$ cat src/rtl/text_fetch_sequencer_pkg.sv
// text_mode_pkg: shared constants and fetch-state types for the text-mode scanline fetcher
package text_mode_pkg;
   localparam int COLS = 80;
   localparam int ROWS = 30;
   localparam int CHAR_H = 16;
   localparam int CHAR_H_LOG2 = 4;
   localparam int LINES = ROWS * CHAR_H;
   localparam logic [15:0] FONT_BASE = 16'h2000;
   localparam int CHAR_ADDR_W = 13;
   localparam int FONT_ADDR_W = 12;
   typedef enum logic [2:0] {IDLE, CADDR, CWAIT, FADDR, FWAIT, OUT} fetch_state_e;
   typedef enum logic {PH_CHAR, PH_FONT} phase_e;
endpackage

$ cat src/rtl/text_fetch_sequencer_if.sv
// text_fetch_sequencer_if: timing-generator start, memory read port and glyph byte stream
interface text_fetch_sequencer_if;
   logic        start;
   logic [8:0]  line;
   logic [15:0] rd_addr;
   logic [7:0]  rd_data;
   logic        out_valid;
   logic        out_ready;
   logic [7:0]  out_data;
   logic [6:0]  out_col;
   logic        out_last;
   logic        busy;
   logic        line_done;
   modport master (output start, line, rd_data, out_ready,
                   input rd_addr, out_valid, out_data, out_col, out_last, busy, line_done);
   modport slave (input start, line, rd_data, out_ready,
                  output rd_addr, out_valid, out_data, out_col, out_last, busy, line_done);
endinterface

$ cat src/rtl/text_fetch_sequencer_addr_gen.sv
// text_addr_gen: maps fetch phase and row/column/code/line indices to the shared read address
module text_addr_gen
   import text_mode_pkg::*;
(
   input  logic [4:0]  trow_i,
   input  logic [6:0]  col_i,
   input  logic [7:0]  code_i,
   input  logic [3:0]  lrow_i,
   input  phase_e      phase_i,
   output logic [15:0] addr_o
);
   logic [CHAR_ADDR_W-1:0] char_addr;
   logic [FONT_ADDR_W-1:0] font_off;
   assign char_addr = CHAR_ADDR_W'(trow_i) * CHAR_ADDR_W'(COLS) + CHAR_ADDR_W'(col_i);
   assign font_off = {code_i, lrow_i};
   assign addr_o = (phase_i == PH_FONT) ? (FONT_BASE | 16'(font_off)) : 16'(char_addr);
endmodule

$ cat src/rtl/text_fetch_sequencer.sv
// text_fetch_sequencer: per-column character-code then font-row reads, streamed out as glyph bytes
module text_fetch_sequencer
   import text_mode_pkg::*;
#(
   parameter int MEM_LAT = 1
) (
   input logic                    clk,
   input logic                    rst,
   text_fetch_sequencer_if.slave  bus
);
   localparam int LW = (MEM_LAT > 1) ? $clog2(MEM_LAT) : 1;
   fetch_state_e state_q, state_d;
   logic [4:0]    trow_q, trow_d;
   logic [3:0]    lrow_q, lrow_d;
   logic [6:0]    col_q, col_d;
   logic [7:0]    code_q, code_d;
   logic [LW-1:0] lat_q, lat_d;
   logic [15:0]   rd_addr_q, rd_addr_d, gen_addr;
   logic [7:0]    out_data_q, out_data_d;
   logic [6:0]    out_col_q, out_col_d;
   logic          out_valid_q, out_valid_d, out_last_q, out_last_d;
   logic          busy_q, busy_d, line_done_q, line_done_d;
   logic          lat_end;

   // Address is generated from next-state indices so it is registered on entry to CADDR/FADDR
   text_addr_gen u_addr (
      .trow_i  (trow_d),
      .col_i   (col_d),
      .code_i  (code_d),
      .lrow_i  (lrow_d),
      .phase_i ((state_d == FADDR) ? PH_FONT : PH_CHAR),
      .addr_o  (gen_addr)
   );

   assign lat_end = (lat_q == LW'(MEM_LAT - 1));

   always_comb begin
      state_d = state_q;
      trow_d = trow_q;
      lrow_d = lrow_q;
      col_d = col_q;
      code_d = code_q;
      lat_d = lat_q;
      out_data_d = out_data_q;
      out_col_d = out_col_q;
      out_valid_d = out_valid_q;
      out_last_d = out_last_q;
      busy_d = busy_q;
      line_done_d = 1'b0;
      case (state_q)
         IDLE: if (bus.start) begin
            if (bus.line < 9'(LINES)) begin
               trow_d = bus.line[8:CHAR_H_LOG2];
               lrow_d = bus.line[CHAR_H_LOG2-1:0];
               col_d = '0;
               busy_d = 1'b1;
               state_d = CADDR;
            end else line_done_d = 1'b1;
         end
         CADDR: begin
            lat_d = '0;
            state_d = CWAIT;
         end
         CWAIT: begin
            lat_d = lat_q + LW'(1);
            if (lat_end) begin
               code_d = bus.rd_data;
               state_d = FADDR;
            end
         end
         FADDR: begin
            lat_d = '0;
            state_d = FWAIT;
         end
         FWAIT: begin
            lat_d = lat_q + LW'(1);
            if (lat_end) begin
               out_data_d = bus.rd_data;
               out_valid_d = 1'b1;
               out_col_d = col_q;
               out_last_d = (col_q == 7'(COLS - 1));
               state_d = OUT;
            end
         end
         OUT: if (bus.out_ready) begin
            out_valid_d = 1'b0;
            if (out_last_q) begin
               line_done_d = 1'b1;
               busy_d = 1'b0;
               state_d = IDLE;
            end else begin
               col_d = col_q + 7'd1;
               state_d = CADDR;
            end
         end
         default: state_d = IDLE;
      endcase
      rd_addr_d = (state_d == CADDR || state_d == FADDR) ? gen_addr : rd_addr_q;
   end

   always_ff @(posedge clk or posedge rst) begin
      if (rst) begin
         state_q <= IDLE;
         trow_q <= '0;
         lrow_q <= '0;
         col_q <= '0;
         code_q <= '0;
         lat_q <= '0;
         rd_addr_q <= '0;
         out_data_q <= '0;
         out_col_q <= '0;
         out_valid_q <= 1'b0;
         out_last_q <= 1'b0;
         busy_q <= 1'b0;
         line_done_q <= 1'b0;
      end else begin
         state_q <= state_d;
         trow_q <= trow_d;
         lrow_q <= lrow_d;
         col_q <= col_d;
         code_q <= code_d;
         lat_q <= lat_d;
         rd_addr_q <= rd_addr_d;
         out_data_q <= out_data_d;
         out_col_q <= out_col_d;
         out_valid_q <= out_valid_d;
         out_last_q <= out_last_d;
         busy_q <= busy_d;
         line_done_q <= line_done_d;
      end
   end

   assign bus.rd_addr = rd_addr_q;
   assign bus.out_data = out_data_q;
   assign bus.out_col = out_col_q;
   assign bus.out_valid = out_valid_q;
   assign bus.out_last = out_last_q;
   assign bus.busy = busy_q;
   assign bus.line_done = line_done_q;
endmodule
$ cat src/flat_wrapper.sv
// flat-port wrapper written by rule: the top's interface ports become plain ports
module text_fetch_sequencer_flat import text_mode_pkg::*;
#(
   parameter int MEM_LAT = 1
)
  (clk, rst, bus_start, bus_line, bus_rd_data, bus_out_ready, bus_rd_addr, bus_out_valid, bus_out_data, bus_out_col, bus_out_last, bus_busy, bus_line_done);
  text_fetch_sequencer_if bus_i ();
  input logic clk;
  input logic rst;
  input wire logic [$bits(bus_i.start)-1:0] bus_start;
  input wire logic [$bits(bus_i.line)-1:0] bus_line;
  input wire logic [$bits(bus_i.rd_data)-1:0] bus_rd_data;
  input wire logic [$bits(bus_i.out_ready)-1:0] bus_out_ready;
  output wire logic [$bits(bus_i.rd_addr)-1:0] bus_rd_addr;
  output wire logic [$bits(bus_i.out_valid)-1:0] bus_out_valid;
  output wire logic [$bits(bus_i.out_data)-1:0] bus_out_data;
  output wire logic [$bits(bus_i.out_col)-1:0] bus_out_col;
  output wire logic [$bits(bus_i.out_last)-1:0] bus_out_last;
  output wire logic [$bits(bus_i.busy)-1:0] bus_busy;
  output wire logic [$bits(bus_i.line_done)-1:0] bus_line_done;
  assign bus_i.start = bus_start;
  assign bus_i.line = bus_line;
  assign bus_i.rd_data = bus_rd_data;
  assign bus_i.out_ready = bus_out_ready;
  assign bus_rd_addr = bus_i.rd_addr;
  assign bus_out_valid = bus_i.out_valid;
  assign bus_out_data = bus_i.out_data;
  assign bus_out_col = bus_i.out_col;
  assign bus_out_last = bus_i.out_last;
  assign bus_busy = bus_i.busy;
  assign bus_line_done = bus_i.line_done;
  text_fetch_sequencer #(.MEM_LAT(MEM_LAT)) u_core (.clk(clk), .rst(rst), .bus(bus_i));
endmodule
$ cat config.mk
export PLATFORM = sky130hd
export DESIGN_NAME = text_fetch_sequencer_flat
export DESIGN_NICKNAME = d
export VERILOG_FILES = /design/src/rtl/text_fetch_sequencer_pkg.sv /design/src/rtl/text_fetch_sequencer_if.sv /design/src/rtl/text_fetch_sequencer_addr_gen.sv /design/src/rtl/text_fetch_sequencer.sv /design/src/flat_wrapper.sv
export SDC_FILE = /design/constraint.sdc
export NUM_CORES = 1
export LEC_CHECK = 0
export ABC_AREA = 1
export BUFFER_PORTS_ARGS = -buffer_cell sky130_fd_sc_hd__buf_4
export CORE_MARGIN = 2
export CORE_UTILIZATION = 59
export CTS_CLUSTER_SIZE = 10
export DETAILED_ROUTE_END_ITERATION = 7
export GPL_TIMING_DRIVEN = 0
export PLACE_DENSITY = 0.85
export SYNTH_ARGS = -nofsm -noshare
export SYNTH_HDL_FRONTEND = slang
export SYNTH_SLANG_ARGS = --single-unit
$ cat constraint.sdc
create_clock -name clk -period 6.5 [get_ports clk]
set_clock_uncertainty 0.05 [all_clocks]
set_input_delay 1.3 -clock clk [delete_from_list [all_inputs] [get_ports clk]]
set_output_delay 1.3 -clock clk [all_outputs]
set_load 0.05 [all_outputs]
==> out/qor.csv <==
metric,value,unit
synthTopCellsByCount,"nand2_1, dfrtp_1, inv_1",
crit_fanout,10,
core_area,4660,um^2
drt_iter0_drc,184,
cts-root-buf,clkbuf_8,
track_usage,0.255,
timing.max_slew.rel_slack,0.627,
overflow,0,
htree_levels,2,
hold_path.class,flop to flop,
post_cts_buffers,0,
diodes,0,
period_minus_slack,3900,ps
clkTransAtPathRegs,100,ps
place.gp.congestion,0.872,
netlist.area_leader.share,0.481,
wire_per_inst,13.4,um
die_area,5320,um^2
vias,2420,
via_per_inst,5.24,
stdcell_area,3380,um^2
cts.sinks,54,
slew_violations,0,
fp.dieH,73.0,um
grt_pass1_vias,2348,
cts_resized,0,
synthArstFlopShare,1.00,
yosysWarningCount,0,
route.detailed.drc,0,
hold_buffers,0,
yosysUniqueCellTypes,38,
seq_area_frac_synth,0.481,
place_area,3300,um^2
cp-start-kind,input pin,
tightestPinTransition,559,ps
antenna_found_initial,0,
die_w,73.0,um
post-route-util,0.725,
grt_pass1_wl,10400,um
synth_edf_count,0,
final.period_utilization,0.600,
cp_top_family,simple AND/OR/NAND/NOR gates,
firstDrtPassIters,5,
ir_drop,0.320,mV
crit_slowest_cell,fa_1,
cp.arrival,4060,ps
io_buffers,53,
syn_area_per_cell,8.11,um^2
grt_setup_unrepaired,no,
wirelength,6180,um
worstPathCellList,buf_4 > nand2_1 > inv_1 > nand2_1 > nand3_4 > clkbuf_1 > o21a_1 > xor2_1 > ha_1 > fa_1 > xnor2_1 > nor2_1 > nand2_1 > o211ai_1 > nand3_1 > nand2_1 > nand2_1,
start_util,0.602,
status,completed,
criticalPathCategory,input pin to flop,
grt_max_degree,42,
hpwl,4870,um
clk_path_buf_depth,2,
final_layout_size_suffix_gt1_frac,0.211,
nets,438,
powerDensity,583,nW/um^2
antenna_left,0,
io_pins,56,
rows,25,
p_leak,1.83,nW
syn_area,2810,um^2
crit_buf_inv,3,
synth.ff_latch_count,54,
max_clock_freq,0.256,GHz
cts_tree,built,
slowest_delay,410,ps
synthCells,346,
cts_buffers,5,
synth_top_area_cell,dfrtp_1,
syn_to_final_growth,20.4,%
worstPathRequired,6660,ps
cp-end-kind,flop,
clock_latency,300,ps
hold_slack,430,ps
yosys-top-cells-area,"dfrtp_1, nand2_1, inv_1",
yosysMostFrequentCell,nand2_1,
setup-tns-final,0,ps
crit_top_cell,nand2_1,
setup_viol_count_final,0,
synth_ff_type,dfrtp_1,
hold_violations,0,
fillCellCount,368,
drv_cap,0,
-- tightest hold or removal path, cell delays in order (launching register included) --
cell and delay, ps:
dfrtp_1 340, nand2_1 60, nand2_1 50
-- metrics by stage --
step	setup WS (ps)	power, W	cells
2_1_floorplan	2800	0.00147	347
3_3_place_gp	2320	0.00176	454
3_5_place_dp	2260	0.00179	455
4_1_cts	2560	0.00198	462
5_1_grt	2250	0.00213	462
6_report	2600	0.00197	462
-- path summary, 6_finish.rpt --
check / start / endpoint / slack (ps) / cells after the start
max in group asynchronous: rst / u_core.bus.rd_addr[3]$_DFFE_PP0P_ / 4990 / 3
worst max-delay path: bus_line[8] / u_core.bus.rd_addr[11]$_DFFE_PP0P_ / 2600 / 17
worst min-delay path: u_core.code_q[7]$_DFF_PP0_ / u_core.code_q[7]$_DFF_PP0_ / 430 / 2
worst min register to register: u_core.code_q[7]$_DFF_PP0_ / u_core.code_q[7]$_DFF_PP0_ / 430 / 2
min in group asynchronous: rst / u_core.bus.out_data[3]$_DFFE_PP0P_ / 890 / 2
worst max register to register: u_core.state_q[0]$_DFF_PP0_ / u_core.bus.rd_addr[11]$_DFFE_PP0P_ / 3230 / 16
-- per-layer routing --
metal,vias up,routed length [um],GRT usage
li1,1225,-,-
met1,1128,2710,0.327
met2,62,3200,0.448
met3,5,239,0.0456
met4,0,34,0.0597
met5,-,0,0
-- layout by cell type (no fill, tap or decap), drive strengths merged, types with 4 or more instances in the layout --
master / synthesis / final
dfrtp: 54 / 54
a31oi: 4 / 4
ha: 7 / 7
nand2: 85 / 85
nor2: 24 / 24
nor3: 5 / 5
inv: 57 / 58
nand3: 16 / 16
buf: 5 / 59
o21ai: 41 / 41
clkbuf: 7 / 12
a21oi: 18 / 18
-- registers in the layout, indices dropped and copies added (netlist names) --
| name | cells |
|---|---|
| u_core.lat_q | 1 |
| u_core.trow_q | 5 |
| u_core.col_q | 7 |
| u_core.lrow_q | 4 |
| u_core.bus.line_done | 1 |
| u_core.code_q | 1 |
| u_core.bus.out_data | 8 |
| u_core.bus.busy | 1 |
| u_core.bus.out_valid | 1 |
| u_core.bus.rd_addr | 14 |
| u_core.bus.out_last | 1 |
| u_core.bus.out_col | 7 |
| u_core.state_q | 3 |
-- logic make-up after synthesis --
logic type,share of synthesized area
and+or+nand+nor,0.211
AOI/OAI and AO/OA,0.152
buffers and inverters,0.0959
DFF,0.481
adders and majority gates,0.0455
xor gates and xnor gates,0.0125
other,0.00134
-- where the power goes --
group	total (W)	internal, W	switching [W]
logic	0.00125	0.000398	0.000853
registers	0.000539	0.000469	0.0000695
clock network	0.000179	0.0000746	0.000104
-- cell type report --
class / count / area [um^2] / share of cell area
clock buffer: 5 / 68.8 / 0.0204
multi-input combinational: 224 / 1190 / 0.352
tap: 54 / 67.6 / 0.0200
clock inverter: 2 / 13.8 / 0.00407
inverter: 57 / 214 / 0.0633
sequential: 54 / 1350 / 0.400
timing repair buffer: 54 / 418 / 0.124
buffer: 12 / 55.1 / 0.0163
Power figures use the tool's default switching activity.
